**src/rtl/mem_arb_pkg.sv**
```systemverilog
// Shared types and constants for the instruction/data memory bus arbiter.
// Starvation protection is enabled by defining MEM_ARB_STARVE_EN.
package mem_arb_pkg;

  // One-hot encoding so a corrupted state is detectable and can recover to IDLE.
  typedef enum logic [2:0] {
    IDLE  = 3'b001,
    GNT_I = 3'b010,
    GNT_D = 3'b100
  } arb_state_t;

  localparam int STARVE_CNT_W         = 4;
  localparam int DEFAULT_STARVE_LIMIT = 4;

endpackage

```
**src/rtl/mem_arb_pick.sv**
```systemverilog
// Fixed-priority arbitration decision: data before fetch unless fetch is starving.
module mem_arb_pick
  import mem_arb_pkg::*;
(
  input  logic       req_i,
  input  logic       req_d,
  input  logic       starve,
  output arb_state_t next_state
);

  always_comb begin
    next_state = IDLE;
    if (req_d && !starve) begin
      next_state = GNT_D;
    end else if (req_i) begin
      next_state = GNT_I;
    end else if (req_d) begin
      next_state = GNT_D;
    end
  end

endmodule

```
**src/rtl/mem_arbiter.sv**
```systemverilog
// Single-master bus arbiter between the CPU fetch and data ports.
// Define MEM_ARB_STARVE_EN to add the d_streak counter that guarantees fetch progress.
module mem_arbiter
  import mem_arb_pkg::*;
#(
  parameter int XLEN         = 32,
  parameter int STARVE_LIMIT = DEFAULT_STARVE_LIMIT
) (
  input  logic            clk,
  input  logic            rst_n,
  input  logic [XLEN-1:0] imem_addr,
  input  logic            imem_req,
  output logic [XLEN-1:0] imem_rdata,
  output logic            imem_ready,
  input  logic [XLEN-1:0] dmem_addr,
  input  logic [XLEN-1:0] dmem_wdata,
  input  logic [3:0]      dmem_we,
  input  logic            dmem_req,
  output logic [XLEN-1:0] dmem_rdata,
  output logic            dmem_ready,
  output logic [XLEN-1:0] bus_addr,
  output logic [XLEN-1:0] bus_wdata,
  output logic [3:0]      bus_we,
  output logic            bus_req,
  input  logic [XLEN-1:0] bus_rdata,
  input  logic            bus_ready,
  output logic            grant_i,
  output logic            grant_d
);

  if (STARVE_LIMIT < 1 || STARVE_LIMIT > 15) begin : g_bad_limit
    $error("mem_arbiter: STARVE_LIMIT must be within 1..15");
  end

  arb_state_t state;
  arb_state_t next_state;
  arb_state_t pick_state;
  logic       starve;
  logic       pick_en;

  mem_arb_pick u_pick (
    .req_i      (imem_req),
    .req_d      (dmem_req),
    .starve     (starve),
    .next_state (pick_state)
  );

  // A new owner is chosen from IDLE or when the current transfer completes.
  assign pick_en = (state == IDLE) ||
                   (((state == GNT_I) || (state == GNT_D)) && bus_ready);

  always_comb begin
    next_state = IDLE;
    case (state)
      IDLE:         next_state = pick_state;
      GNT_I, GNT_D: next_state = bus_ready ? pick_state : state;
      default:      next_state = IDLE;
    endcase
  end

  always_ff @(posedge clk or negedge rst_n) begin
    if (!rst_n) begin
      state <= IDLE;
    end else begin
      state <= next_state;
    end
  end

`ifdef MEM_ARB_STARVE_EN
  logic [STARVE_CNT_W-1:0] d_streak;

  // Counts data grants handed out while a fetch waits; saturates rather than wraps.
  always_ff @(posedge clk or negedge rst_n) begin
    if (!rst_n) begin
      d_streak <= '0;
    end else if (!imem_req) begin
      d_streak <= '0;
    end else if (pick_en && (next_state == GNT_I)) begin
      d_streak <= '0;
    end else if (pick_en && (next_state == GNT_D) && (d_streak != '1)) begin
      d_streak <= d_streak + 1'b1;
    end
  end

  assign starve = (d_streak >= STARVE_CNT_W'(STARVE_LIMIT));
`else
  assign starve = 1'b0;
`endif

  // Bus outputs decode straight from the state register so reset drops them at once.
  always_comb begin
    bus_req    = 1'b0;
    bus_addr   = '0;
    bus_wdata  = '0;
    bus_we     = '0;
    imem_ready = 1'b0;
    dmem_ready = 1'b0;
    grant_i    = 1'b0;
    grant_d    = 1'b0;
    case (state)
      GNT_I: begin
        bus_req    = 1'b1;
        bus_addr   = imem_addr;
        imem_ready = bus_ready;
        grant_i    = 1'b1;
      end
      GNT_D: begin
        bus_req    = 1'b1;
        bus_addr   = dmem_addr;
        bus_wdata  = dmem_wdata;
        bus_we     = dmem_we;
        dmem_ready = bus_ready;
        grant_d    = 1'b1;
      end
      default: ;
    endcase
  end

  assign imem_rdata = bus_rdata;
  assign dmem_rdata = bus_rdata;

endmodule

```
**config.mk**
```make
export PLATFORM = sky130hd
export DESIGN_NAME = mem_arbiter
export DESIGN_NICKNAME = d
export VERILOG_FILES = /design/src/rtl/mem_arb_pkg.sv /design/src/rtl/mem_arb_pick.sv /design/src/rtl/mem_arbiter.sv
export SDC_FILE = /design/constraint.sdc
export NUM_CORES = 1
export LEC_CHECK = 0
export CAP_MARGIN = 20
export CELL_PAD_IN_SITES_DETAIL_PLACEMENT = 0
export CELL_PAD_IN_SITES_GLOBAL_PLACEMENT = 1
export CORE_AREA = 3 3 122 124
export DETAILED_ROUTE_END_ITERATION = 12
export DIE_AREA = 0 0 125 127
export PLACE_DENSITY = 0.84
export SETUP_SLACK_MARGIN = 0.02
export SLEW_MARGIN = 20
export SYNTH_ARGS = -nofsm -noshare
export SYNTH_HDL_FRONTEND = slang
export SYNTH_SLANG_ARGS = --single-unit
```
**constraint.sdc**
```tcl
create_clock -name clk -period 1.82 [get_ports clk]
set_clock_uncertainty 0.15 [all_clocks]
set_input_delay 0.182 -clock clk [delete_from_list [all_inputs] [get_ports clk]]
set_output_delay 0.182 -clock clk [all_outputs]
set_load 0.02 [all_outputs]
```
======== After elaboration in Yosys (flattened, before gate mapping) ========
Index checks and enable logic that the tools add are counted.
storage, ports and cells
  register bits ........................... 3
  output and inout bits ................... 137
cells by class
  equal/unequal tests ..................... 4
  mux-type cells .......................... 12
  reductions and logical operators ........ 1
operators by type and width
  cell                  count
  $pmux W32 S2          1
  $mux W32              1
  $mux W3               2
  $pmux W3 S2           1
  $mux W1               5
  $mux W4               1
  $eq A3 B1 Y1 const B  1
  $eq A3 B2 Y1 const B  1
  $eq A3 B3 Y1 const B  1
  $mux W2               1
  $ne A2 B1 Y1 const B  1
  $reduce_or A2 Y1      1

======== Logic depth before layout (Yosys ltp) ========
Gate-level depths: netlist of run 1.
  depth in word-level cells ............... 4
  gate-level depth with buffers ........... 5

======== By module ========
Synthesis of run 1 repeated with hierarchy kept, for this count alone.
second synthesis, totals
  cells, all modules ...................... 211
  area, all modules ....................... 1,710.4 µm²
modules (own cells, without submodules)
  module        instances  cells each  area each (µm²)  sequential area each (µm²)
  mem_arbiter   1          207         1,687.9          76.3
  mem_arb_pick  1          4           22.5             0.0

======== Worst setup path after synthesis of run 1 ========
OpenSTA, ideal clock, no wires.
  path type ............................... reg2reg
  start point ............................. reg state[0]
  end point ............................... reg state[2]
  data arrival time ....................... 1.553 ns
  required time ........................... 1.592 ns
  setup slack ............................. 0.039 ns
  cell stages (with the launch flop) ...... 5
  path buffers ............................ 1
  cells stage by stage .................... dfstp_2 > buf_2 > nor3b_1 > and2_1 > o2bb2ai_1
between the ends
  longest elaborated chain between the ends .. 3
  elaborated cells on any way between the ends .. 6
  classes of those cells .................. eq/ne: 4; mux: 1; reduce/logical: 1
RTL lines
  item                                                 line               text
  start: declaration                                   mem_arbiter.sv:35  arb_state_t state;
  start signal: assignment                             mem_arbiter.sv:65  state <= next_state;
  $eq A3 B2 Y1 / $eq A3 B3 Y1 (equally long branches)  mem_arbiter.sv:54  case (state)
  $reduce_or A2 Y1 (no line)                           --
  $pmux W3 S2 / $ne A2 B1 Y1 (equally long branches)   --
Several ways; a longest one is shown, not always the timed one.
A chain may end at the register's enable or synchronous reset.

======== Worst setup path in the final report of run 1 ========
  start point ............................. reg state[1]
  end point ............................... out bus_addr[4]
between the ends
  longest elaborated chain between the ends .. 2
  elaborated cells on any way between the ends .. 3
  classes of those cells .................. eq/ne: 2; mux: 1
RTL lines
  item                                                 line                text
  $eq A3 B3 Y1 / $eq A3 B2 Y1 (equally long branches)  mem_arbiter.sv:100  case (state)
  $pmux W32 S2 (*)                                     mem_arbiter.sv:100
  end: declaration                                     mem_arbiter.sv:21   output logic [XLEN-1:0] bus_addr,
Mark *: on every way between the ends. The rest lies on a longest branch, timed or not.

==> summary.txt, run 1 <==
Yosys
  • Mapped Cells: 204
  • Async set-reset flop share out of synthesis: 1.00
  • Register bit total from synthesis: 3
  • Post-synth cell types: 23
  • Ys Warns: 0
  • Cell types with the largest area share after synthesis: sky130_fd_sc_hd__buf_4 (40%), sky130_fd_sc_hd__a22oi_1 (18%), sky130_fd_sc_hd__and2_1 (17%)
  • Avg Synthesized Cell Area: 6.78 sq um
  • Area fraction of the dominant cell type after synthesis: 0.396
  • Post-Syn Area: 1380 sq um
  • Net count of the mapped netlist: 341
  • Dominant synthesized flop cell: sky130_fd_sc_hd__dfrtp_1
  • Count of flip-flops with a built-in enable after synthesis: 0
  • Share of the yosys chip area belonging to registers: 0.0552
  • Largest area contributor in the netlist: sky130_fd_sc_hd__buf_4

Timing
  • Fin. Hold Viols: 0
  • Period utilization: 0.987
  • Fmax achieved: 557 MHz
  • Time the final worst path needs with I/O delays and setup: 1800 ps
  • Final Max Slew Viols: 0
  • Unrepaired setup endpoints after global routing: yes
  • Pin slew with the least headroom to its limit: 265 ps
  • Max-slew headroom: 0.823
  • Setup violation total in the final timing report: 0

Placement
  • Placer congestion estimate: 0.803
  • Port bufs: 177
  • Area of placed instances: 2950 sq um
  • Half-perimeter wire length after detailed placement: 5420 microns

Die
  • Placeable Area: 13900 sq um
  • Chip Width: 125 microns
  • Top-level port count: 274
  • Die area: 15900 sq um
  • Die span in y: 127 microns
  • Standard-cell row count: 43
  • Effective utilization at floorplan: 0.0997

Power and ir drop
  • Sequential share of power: 0.052
  • Internal power component: 1.65 mW
  • Switching part of the total: 0.449
  • Leakage: 1.33 nW
  • Clock Power Share: 0.116
  • Overall power consumption: 2.99 mW
  • Worst-case vdd ir drop: 0.000299 V
  • Switching power: 1.34 mW
  • Combinational fraction of design power: 0.832
  • P per Cell Area: 935 nW/um^2

GRT
  • Wire length of the first global-routing pass: 9890 microns
  • Total routing usage reported by global routing: 0.0773
  • Global route overflow: 0
  • Antenna violations before repair: 0
  • Maximum number of pins on one net before global-route repair: 25
  • Number of global-route vias before repair: 1842

Worst setup path
  • Critical path's top delay family: buffers and inverters
  • Setup crit end kind: primary output
  • Critical R2R Capture: state[1]
  • Slowest-stage cell, CP: sky130_fd_sc_hd__dfrtp_2
  • Beginning of the worst register-to-register path: state[0]
  • Critical Setup Path Class: reg2out
  • Internal reg-to-reg setup slack: 320 ps
  • Arrival time of the worst setup path: 1460 ps
  • Sequence of cells on the critical path: nor2b_4, buf_12, clkbuf_16, a22oi_2, nor2_1, buf_2
  • Setup crit start kind: flop
  • Critical path required time: 1490 ps
  • FF-to-FF path depth: 4
  • Slowest Stage Delay on Critical Path: 440 ps
  • Number of buffer and inverter instances along the worst setup path: 3
  • Worst-path maximum fanout: 6

Detailed routing
  • Average via count per standard cell: 3.63
  • DRC violations left: 0
  • Post-route ant nets: 0
  • Detailed-route wire length per cell: 14.7 microns
  • Routed vias: 1836
  • Detailed router's first-iteration violation count: 39
  • Sum of routed wire length over all layers: 7440 microns
  • First-pass iteration count of the detailed router: 4

Cells and area
  • Relative area change from synthesis to final layout: 131%
  • Register with the highest flop count: state
  • Total Nets Final: 464
  • Largest registers: state: 3 flops
  • Layout cell share with drive strength beyond 1: 0.448
  • Antenna Diode Count: 0
  • Final non-filler cell area: 3200 sq um
  • Number of flip-flops under the largest register name: 3

Hold path
  • Worst hold path type: in2async

Clock network
  • Clock transition time at the flip-flop clock pins of the worst setup and hold paths: 30 ps
  • Clock latency at the later pin of the worst-skew pair: 220 ps
  • Clock tree root driver cell: sky130_fd_sc_hd__clkbuf_16
  • Clk buf depth: 2
  • TritonCTS Sinks: 3
  • Quantity of hold-fixing buffers added after cts: 0
  • CTS tree: built
  • TritonCTS Buffers: 3
  • H-tree depth: 1

Job
  • Max capacitance violation total: 0

Status
  • Run status: complete, no violations
-- worst max-delay path by stage --
stage	startpoint	depth (start not counted)	slack [ps]	end
after floorplan	state[0]	4	40	state[2]
after global placement	state[1]	5	-180	bus_addr[4]
after detailed placement	state[2]	4	-210	imem_ready
after CTS	state[2]	5	-100	bus_addr[9]
after global routing	state[1]	6	-40	bus_addr[9]
final	state[1]	6	20	bus_addr[4]
-- logic make-up (layout without fill, tap and decap cells) --
| group | Yosys count | after routing | synth area share |
|---|---|---|---|
| flip-flops | 3 | 3 | 0.0552 |
| AND/OR/NAND/NOR | 82 | 82 | 0.318 |
| AO/OA/AOI/OAI | 38 | 38 | 0.205 |
| buffers and inverters | 81 | 203 | 0.421 |
-- worst reg2reg max path: cells and delay by family, from the launching register on --
family,cells,cell delay (ps)
simple gates,2,280
compound gates,1,230
buf+inv,1,160
flops,1,570
-- cells in the final DEF (no fill, tap or decap), types with 9 or more instances in the layout --
cell	n
sky130_fd_sc_hd__a22oi_2	24
sky130_fd_sc_hd__and2_1	21
sky130_fd_sc_hd__a22oi_1	9
sky130_fd_sc_hd__buf_6	24
sky130_fd_sc_hd__buf_2	21
sky130_fd_sc_hd__and2_4	17
sky130_fd_sc_hd__clkdlybuf4s50_1	104
sky130_fd_sc_hd__buf_4	40
sky130_fd_sc_hd__nor2_1	33
-- per-layer routing --
layer | part of all wire | vias to the layer above | track usage
li1 | - | 864 | -
met1 | 0.34 | 822 | 0.0766
met2 | 0.52 | 110 | 0.143
met3 | 0.086 | 40 | 0.0167
met4 | 0.051 | 0 | 0.0548
met5 | 0 | - | 0
-- power groups by stage --
stage	Clock, mW	Combinational [mW]	Sequential (mW)
finish	0.347	2.49	0.155
global route	0.363	2.66	0.157
CTS	0.352	2.12	0.148
detailed placement	0	2.17	0.140
global placement	0	2.13	0.139
floorplan	0	1.32	0.130
-- Yosys cell counts (all sizes together) (2+ instances only) --
cell,number
dfrtp,2
nor2b,2
a22oi,33
nor2,33
clkbuf,3
nand2b,2
and2,38
buf,77
nor3b,2
-- metrics by stage --
stage                     setup TNS, ps  hold WS [ps]  cells  setup slack (ps)   util
after floorplan                       0          -264    204              39.4      -
after global placement            -9340           214    493              -184  0.212
after detailed placement         -11650           214    493              -215  0.212
after CTS                         -2280          5.95    502             -96.8  0.212
after global routing               -361          14.3    506             -39.7  0.231
final                                 0          8.56    506              24.4  0.231
-- final cells by class --
type                       count  area, sq um
clock buffer                   4         78.8
tap                          180          225
multi-input combinational    120          927
fill                        1544        10700
sequential                     3         78.8
inverter                       1         3.75
timing repair buffer         198         1890
-- what timing repair did --
action,CTS,global route
cloned,1,4
gates resized for setup,249,157
endpoints found under the setup margin,72,73
buffers inserted,4,1
pin swaps,1,5
endpoints found under the hold margin,0,0
Power figures use the tool's default switching activity.
==> run 2, diff against run 1 <==
- CTS_CLUSTER_DIAMETER: default -> 40
==> results of run 2 <==
Final layout, timing and power as in run 1 (identical DEF).
==> run 3, diff against run 2 <==
- CTS_CLUSTER_DIAMETER: 40 -> 120
- SLEW_MARGIN: 20 -> default
==> results of run 3 <==
Final layout, timing and power as in run 1 (identical DEF).
